File: src/rtl/irq_pkg.sv
// Shared types and defaults for the interrupt controller slice.
// Holds the dispatch FSM states, default register map and the lowest-set-bit helper.
package irq_pkg;

   typedef enum logic [1:0] {
      ST_IDLE = 2'd0,
      ST_PEND = 2'd1,
      ST_VEC  = 2'd2
   } irq_state_e;

   localparam logic [15:0] IRQ_IE_ADDR    = 16'hFFFF;
   localparam logic [15:0] IRQ_IF_ADDR    = 16'hFF0F;
   localparam logic [7:0]  IRQ_VEC_BASE   = 8'h40;
   localparam int unsigned IRQ_VEC_STRIDE = 8;

   // Bit 0 is the highest priority, so the lowest set index wins.
   function automatic logic [2:0] lowest_set_idx(input logic [7:0] v);
      logic [2:0] idx;
      logic       found;
      idx   = '0;
      found = 1'b0;
      for (int unsigned i = 0; i < 8; i++) begin
         if (v[i] && !found) begin
            idx   = 3'(i);
            found = 1'b1;
         end
      end
      return idx;
   endfunction

endpackage

File: src/rtl/irq_prio_enc.sv
// Parametrised priority encoder: index of the lowest set request plus an any-request flag.
module irq_prio_enc
   import irq_pkg::*;
#(
   parameter int unsigned NUM_IRQ = 5
) (
   input  logic [NUM_IRQ-1:0] req_i,
   output logic [2:0]         idx_o,
   output logic               any_o
);

   logic [7:0] padded;

   always_comb begin
      padded              = '0;
      padded[NUM_IRQ-1:0] = req_i;
   end

   assign idx_o = lowest_set_idx(padded);
   assign any_o = |req_i;

endmodule

File: src/rtl/irq_controller.sv
// Interrupt controller: IE/IF registers, master enable with delayed EI, and the
// request/acknowledge dispatch handshake that returns a restart vector.
module irq_controller
   import irq_pkg::*;
#(
   parameter int unsigned NUM_IRQ    = 5,
   parameter logic [15:0] IE_ADDR    = IRQ_IE_ADDR,
   parameter logic [15:0] IF_ADDR    = IRQ_IF_ADDR,
   parameter logic [7:0]  VEC_BASE   = IRQ_VEC_BASE,
   parameter int unsigned VEC_STRIDE = IRQ_VEC_STRIDE,
   parameter int unsigned EI_DELAY   = 1
) (
   input  logic               CLK,
   input  logic               nRESET,
   input  logic [15:0]        A,
   input  logic [7:0]         D_in,
   output logic [7:0]         D_out,
   input  logic               RD,
   input  logic               WR,
   output logic               sel,
   input  logic [NUM_IRQ-1:0] irq_req,
   input  logic               ei,
   input  logic               di,
   input  logic               int_ack,
   output logic               int_req,
   output logic [7:0]         vector,
   output logic               vec_valid,
   output logic               ime,
   output logic               wake
);

   logic [7:0]         ie_q, ie_d;
   logic [NUM_IRQ-1:0] if_q, if_d;
   logic [NUM_IRQ-1:0] hist_q;
   logic               ime_q, ime_d;
   logic [1:0]         cnt_q, cnt_d;
   logic [7:0]         vec_q, vec_d;
   irq_state_e         state_q, state_d;

   logic               hit_ie, hit_if;
   logic [NUM_IRQ-1:0] masked, rise, clr_mask;
   logic [2:0]         win_idx;
   logic               win_any;
   logic               pend, dispatch;
   logic [7:0]         vec_calc;
   logic [7:0]         if_rd;

   assign hit_ie = (A == IE_ADDR);
   assign hit_if = (A == IF_ADDR);
   assign sel    = hit_ie | hit_if;

   assign masked = ie_q[NUM_IRQ-1:0] & if_q;
   assign wake   = |masked;
   assign pend   = ime_q & wake;
   assign rise   = irq_req & ~hist_q;

   irq_prio_enc #(
      .NUM_IRQ (NUM_IRQ)
   ) u_prio (
      .req_i (masked),
      .idx_o (win_idx),
      .any_o (win_any)
   );

   assign dispatch = (state_q == ST_PEND) && int_ack;
   assign vec_calc = VEC_BASE + 8'(32'(win_idx) * VEC_STRIDE);
   assign clr_mask = (dispatch && win_any) ? (NUM_IRQ'(1) << win_idx) : '0;

   always_comb begin
      if_rd              = '1;
      if_rd[NUM_IRQ-1:0] = if_q;
      D_out              = 8'hFF;
      if (RD) begin
         if (hit_ie)      D_out = ie_q;
         else if (hit_if) D_out = if_rd;
      end
   end

   // Applied in reverse priority: CPU write, then dispatch clear, then hardware set.
   always_comb begin
      ie_d = (WR && hit_ie) ? D_in : ie_q;
      if_d = (WR && hit_if) ? D_in[NUM_IRQ-1:0] : if_q;
      if_d = (if_d & ~clr_mask) | rise;
   end

   // A fresh ei restarts the countdown, so it must not also take a completing count.
   always_comb begin
      ime_d = ime_q;
      cnt_d = cnt_q;
      if (ei) begin
         if (EI_DELAY == 0) ime_d = 1'b1;
         else               cnt_d = 2'(EI_DELAY);
      end else if (cnt_q != 2'd0) begin
         cnt_d = cnt_q - 2'd1;
         if (cnt_q == 2'd1) ime_d = 1'b1;
      end
      if (di) begin
         ime_d = 1'b0;
         cnt_d = 2'd0;
      end
      if (dispatch) ime_d = 1'b0;
   end

   always_comb begin
      vec_d = vec_q;
      if (dispatch) vec_d = win_any ? vec_calc : 8'h00;
   end

   always_ff @(posedge CLK) begin
      if (!nRESET) begin
         ie_q   <= '0;
         if_q   <= '0;
         hist_q <= '0;
         ime_q  <= 1'b0;
         cnt_q  <= 2'd0;
         vec_q  <= 8'h00;
      end else begin
         ie_q   <= ie_d;
         if_q   <= if_d;
         hist_q <= irq_req;
         ime_q  <= ime_d;
         cnt_q  <= cnt_d;
         vec_q  <= vec_d;
      end
   end

   always_ff @(posedge CLK) begin
      if (!nRESET) state_q <= ST_IDLE;
      else         state_q <= state_d;
   end

   // Acknowledge takes precedence over pend dropping in the same cycle.
   always_comb begin
      state_d = state_q;
      unique case (state_q)
         ST_IDLE: if (pend) state_d = ST_PEND;
         ST_PEND: begin
            if (int_ack)    state_d = ST_VEC;
            else if (!pend) state_d = ST_IDLE;
         end
         ST_VEC:  state_d = ST_IDLE;
         default: state_d = ST_IDLE;
      endcase
   end

   always_comb begin
      int_req   = (state_q == ST_PEND);
      vec_valid = (state_q == ST_VEC);
   end

   assign vector = vec_q;
   assign ime    = ime_q;

endmodule

File: config.mk
export PLATFORM = sky130hd
export DESIGN_NAME = irq_controller
export DESIGN_NICKNAME = d
export VERILOG_FILES = /design/src/rtl/irq_pkg.sv /design/src/rtl/irq_prio_enc.sv /design/src/rtl/irq_controller.sv
export SDC_FILE = /design/constraint.sdc
export NUM_CORES = 1
export LEC_CHECK = 0
export ABC_CLOCK_PERIOD_IN_PS = 1600
export BUFFER_PORTS_ARGS = -buffer_cell sky130_fd_sc_hd__buf_2
export CORE_ASPECT_RATIO = 1.1
export CORE_UTILIZATION = 33
export CTS_CLUSTER_SIZE = 20
export DETAILED_ROUTE_END_ITERATION = 10
export PLACE_DENSITY = 0.64
export REMOVE_ABC_BUFFERS = 1
export SLEW_MARGIN = 20
export SYNTH_ARGS = -nofsm -noshare
export SYNTH_HDL_FRONTEND = slang
export SYNTH_SLANG_ARGS = --single-unit
File: constraint.sdc
create_clock -name CLK -period 1.6 [get_ports CLK]
set_clock_uncertainty 0.05 [all_clocks]
set_input_delay 0.08 -clock CLK [delete_from_list [all_inputs] [get_ports CLK]]
set_output_delay 0.08 -clock CLK [all_outputs]
set_load 0.05 [all_outputs]
======== After elaboration in Yosys (flattened, before gate mapping) ========
Cells that the tools add are included.
word-level totals
  output and inout port bits .............. 21
  bits of input ports ..................... 36
  word-level logic and storage cells ...... 69
  flip-flop bits (word level) ............. 31
operators by class
  add/subtract/negate cells ............... 2
  shifts and indexed selects .............. 1
  bitwise operators ....................... 10
  multiplexer cells ....................... 20
  reduce and logical (&&, ||, !) cells .... 21
  equality and inequality tests ........... 7
operators by type and width
  operator              count
  $eq 16x16->1 const B  2
  $mux 8                3
  $and 5x5->5           3
  $mux 5                3
  $not 5->5             2
  $mux 3                3
  $add 7x6->8 const A   1
  $logic_and 1x1->1     8
  $mux 1                7
  $mux 2                3
  $reduce_or 3->1       2
  $or 5x5->5            1
  $reduce_or 5->1       1
  $shl 1x3->5 const A   1
  $eq 2x1->1 const B    2
  $logic_not 1->1       4
  $pmux 2 s2            1
  $reduce_bool 2->1     2
  $ne 3x3->1 const B    1
  $reduce_and 3->1      1
  $eq 2x2->1 const B    1
  $logic_not 2->1       1
  $ne 2x2->1 const B    1
  $not 1->1             2
  other kinds (5)       5

======== Depth between registers and ports, before layout ========
  depth after elaboration ................. 19
  gate-level depth with buffers ........... 5
  gate-level depth less buffers ........... 5

======== Hierarchy ========
A second synthesis with hierarchy kept.
unflattened totals
  cells, all modules ...................... 168
  area total of the unflattened synthesis .. 1392.6 µm²
by module, submodules not included
  module          cells each  times used  area an instance (µm²)
  irq_controller  160         1           1348.8
  irq_prio_enc    8           1           43.8

======== Worst setup path before layout ========
Ideal clock, no wire load.
  path type ............................... input-to-output
  from .................................... input port A[5]
  to ...................................... output port sel
  buffers on the path ..................... 0
  path slack .............................. -1.606 ns
  data required time ...................... 1.470 ns
  cell stages on the path ................. 2
  data arrival time ....................... 3.076 ns
  cells stage by stage .................... or4_4 a2111oi_0
on the way
  cells in the longest elaborated chain, start to end .. 2
  elaborated cells between the ends (all ways) .. 3
  those cells by class .................... eq/ne: 2; bitwise: 1
RTL lines
  what                                    line                                        source
  from (decl)                             irq_controller.sv:15                        input logic [15:0] A,
  $eq 16x16->1, on equally long branches  irq_controller.sv:48, irq_controller.sv:49
  $or 1x1->1 (*)                          irq_controller.sv:50                        assign sel = hit_ie | hit_if;
  to (decl)                               irq_controller.sv:20                        output logic sel,
Mark *: on every way between the ends. The rest lies on a longest branch, timed or not.

======== Worst setup path in the final report ========
  from .................................... input port A[5]
  to ...................................... output port D_out[4]
on the way
  cells in the longest elaborated chain, start to end .. 4
  elaborated cells between the ends (all ways) .. 5
  those cells by class .................... eq/ne: 2; mux: 3
RTL lines
  what          line                  source
  $eq 16x16->1  irq_controller.sv:49  assign hit_if = (A == IF_ADDR);
  $mux 5        irq_controller.sv:75  else if (hit_if) D_out = if_rd;
  $mux 8 (*)    irq_controller.sv:74  if (hit_ie) D_out = ie_q;
  $mux 8 (*)    irq_controller.sv:73  if (RD) begin
  to (decl)     irq_controller.sv:17  output logic [7:0] D_out,
Marked as above.

==> out/metrics.yaml <==
final_layout:
  nets: 266
  final_util_pct: 51.0
  final_common_cell: "buf_2"
  fillers: 386
  n_antenna_cell: 0
  final_cell_mix: "buf_2, dfxtp_1, nand2_1, a21oi_1"
  area_delta_synth_final_pct: 45.0
  design_area_um2: 1910
  drive_gt1_share_pct: 34.4
global_route:
  grt_max_degree: 15
  grt_pass1_wl_um: 5730
  grt_pass1_vias: 1302
  antenna_found_initial: 0
  grtUsageTotal_pct: 17.0
  grt_remaining_overflow: 0
timing:
  finalCritPeriodShare_pct: 103
  rsz0062_at_grt: "yes"
  fin_crit_ns: 1.64
  setup_tns_ns: -0.105
  setup_slack_ns: -0.0430
  setup_viol: 5
  hold_ws_ns: 0.00656
  fmax_mhz: 609
  hold_violations: 0
  slew_violations: 0
clocking:
  root_buffer: "clkbuf_8"
  clk_pin_slew_ns: 0.09
  htreeDepth: 1
  clk_latency_ns: 0.27
  clk_path_buf_depth: 2
  cts_inserted_buffers: 3
  cts.sinks: 27
  cts_tree: "done"
run:
  cap_violations: 0
worst_setup_path:
  worstPathMaxFanout: 5
  worstSetupStartpointType: "primary input"
  crit_family: "simple AND/OR/NAND/NOR gates"
  cp.required_ns: 1.47
  max_stage_delay_ns: 0.55
  cp_common_cell: "buf_6"
  critPathKind: "in -> out"
  critPathBufInv: 2
  arrival_ns: 1.51
  critPathSlowestCell: "or4_4"
  end_kind: "output port"
  reg2reg_slack_ns: 0.28
  path_cells: "buf_6 > or4_4 > nor4_4 > nand2_2 > o22a_1 > buf_6"
synthesis:
  netlist_area_um2: 1320
  synth.largest_area_cell: "dfxtp_1"
  synth_top_area_share_pct: 41.1
  yosysWarningCount: 0
  syn_area_per_cell_um2: 8.28
  yosys-top-cells-area: "dfxtp_1, a21oi_1, nand3_1"
  postSynthCellCount: 159
  ys_ff_latch: 27
  synth_cell_type_count: 36
  ys_seq_area_share_pct: 41.1
floorplan:
  coreArea_um2: 3740
  num_rows: 23
  die_h_um: 68.2
  dieArea_um2: 4250
  fp.dieW_um: 62.2
  ios: 57
  start_util_pct: 35.2
detailed_routing:
  drc: 0
  drt_wl_total_um: 3490
  wl_per_cell_um: 12.6
  vias: 1419
  drt_pass1_iterations: 4
  postRouteAntennaNets: 0
  drtIter0Drc: 48
  vias_per_cell: 5.12
place:
  portBuffers: 52
  hpwlAfterDp_um: 2650
  placed_cell_area_um2: 1680
  gp_congestion: 0.752
outcome:
  status: "complete, but fails checks"
  violations: "negative setup slack"
hold_path:
  hold_class: "in -> reg"
pwr:
  power_leakage_nw: 0.803
  total_power_w: 0.00125
  max-vdd-ir-drop_v: 0.000275
  powerDensity_nw_per_um2: 655
==> worst register-to-register path, cell delays in order, from the launching register on <==
cell and delay (ns):
dfxtp_1 0.35, a22oi_2 0.31, nand4b_1 0.21, o2111ai_1 0.15, o221ai_1 0.13
==> per-stage QoR <==
stage               worst slack [ns]  instances
global placement              -0.110        265
detailed placement            -0.127        265
finish                       -0.0430        277
global route                 -0.0863        277
floorplan                      -1.61        152
CTS                          0.00272        277
==> repair_timing <==
action	in CTS	in global routing
endpoints found under the hold margin	6	0
gates resized for setup	26	3
pin swaps	2	2
buffers inserted	2	0
hold buffers	6	0
setup endpoints to repair	9	9
==> state kept, by name, summed over array words and instances, names as in the netlist <==
name     count
if_q         5
cnt_q        2
vector       4
state_q      2
ime          1
ie_q         8
hist_q       5
==> logic make-up after synthesis <==
group / after synthesis / share of synthesized area [%]
AOI/OAI and AO/OA: 40 / 20.0
xor gates and xnor gates: 1 / 0.666
adders and majority gates: 2 / 1.90
buffers and inverters: 19 / 6.56
DFF: 27 / 41.1
muxes: 1 / 0.760
other: 1 / 0.285
and+or+nand+nor: 68 / 28.8
==> power by group <==
group	internal (W)	switching (W)	total, W
combinational	0.0000750	0.0000866	0.000162
clock	0.000178	0.000201	0.000379
sequential	0.000692	0.0000164	0.000709
==> cell type report <==
type,count,area [um^2],share of cell area (%)
repair buffers,71,493,25.8
inverters,9,33.8,1.77
flip-flops and latches,27,541,28.3
multi-input cells,116,733,38.4
clock buffers,4,45.0,2.36
well taps,50,62.6,3.28
==> Yosys cell counts <==
cell type   n
a2111oi_0   1
a211o_1     1
a21oi_1    14
a22oi_1     2
and2_1      3
and3b_1     1
buf_4       4
clkbuf_1    6
conb_1      1
dfxtp_1    27
ha_1        2
inv_1       9
mux2i_1     1
nand2_1    15
nand2b_1    1
nand3_1    13
nand3b_1    2
nand4_1     7
nand4b_1    1
nor2_1      9
nor2b_1     3
nor3_1      2
nor3b_1     1
nor4_1      1
nor4_2      2
o2111ai_1   3
o21ai_0     8
o21ai_1     1
o221ai_1    4
o22a_1      5
o311a_1     1
or2_1       1
or3_1       3
or4_1       1
or4_4       2
xnor2_1     1
==> layer usage <==
layer / vias up / routed length [um] / part of all wire, % / track usage [%]
met1: 645 / 1570 / 45 / 21.0
met2: 60 / 1650 / 47 / 30.1
met3: 5 / 231 / 6.6 / 3.33
met4: 0 / 42 / 1.2 / 5.23
met5: - / 0 / 0 / 0
li1: 709 / - / - / -
==> path summary, 6_finish.rpt <==
check                              start                endpoint  depth (start not counted)
setup / recovery                    A[5]                D_out[4]                          6
hold / removal                   D_in[6]    ie_q[6]$_SDFFE_PN0P_                          3
setup reg to reg      if_q[0]$_SDFF_PN0_      if_q[4]$_SDFF_PN0_                          4
hold reg to reg   vector[4]$_SDFFE_PN0P_  vector[4]$_SDFFE_PN0P_                          2
(Power assumes the default switching activity.)
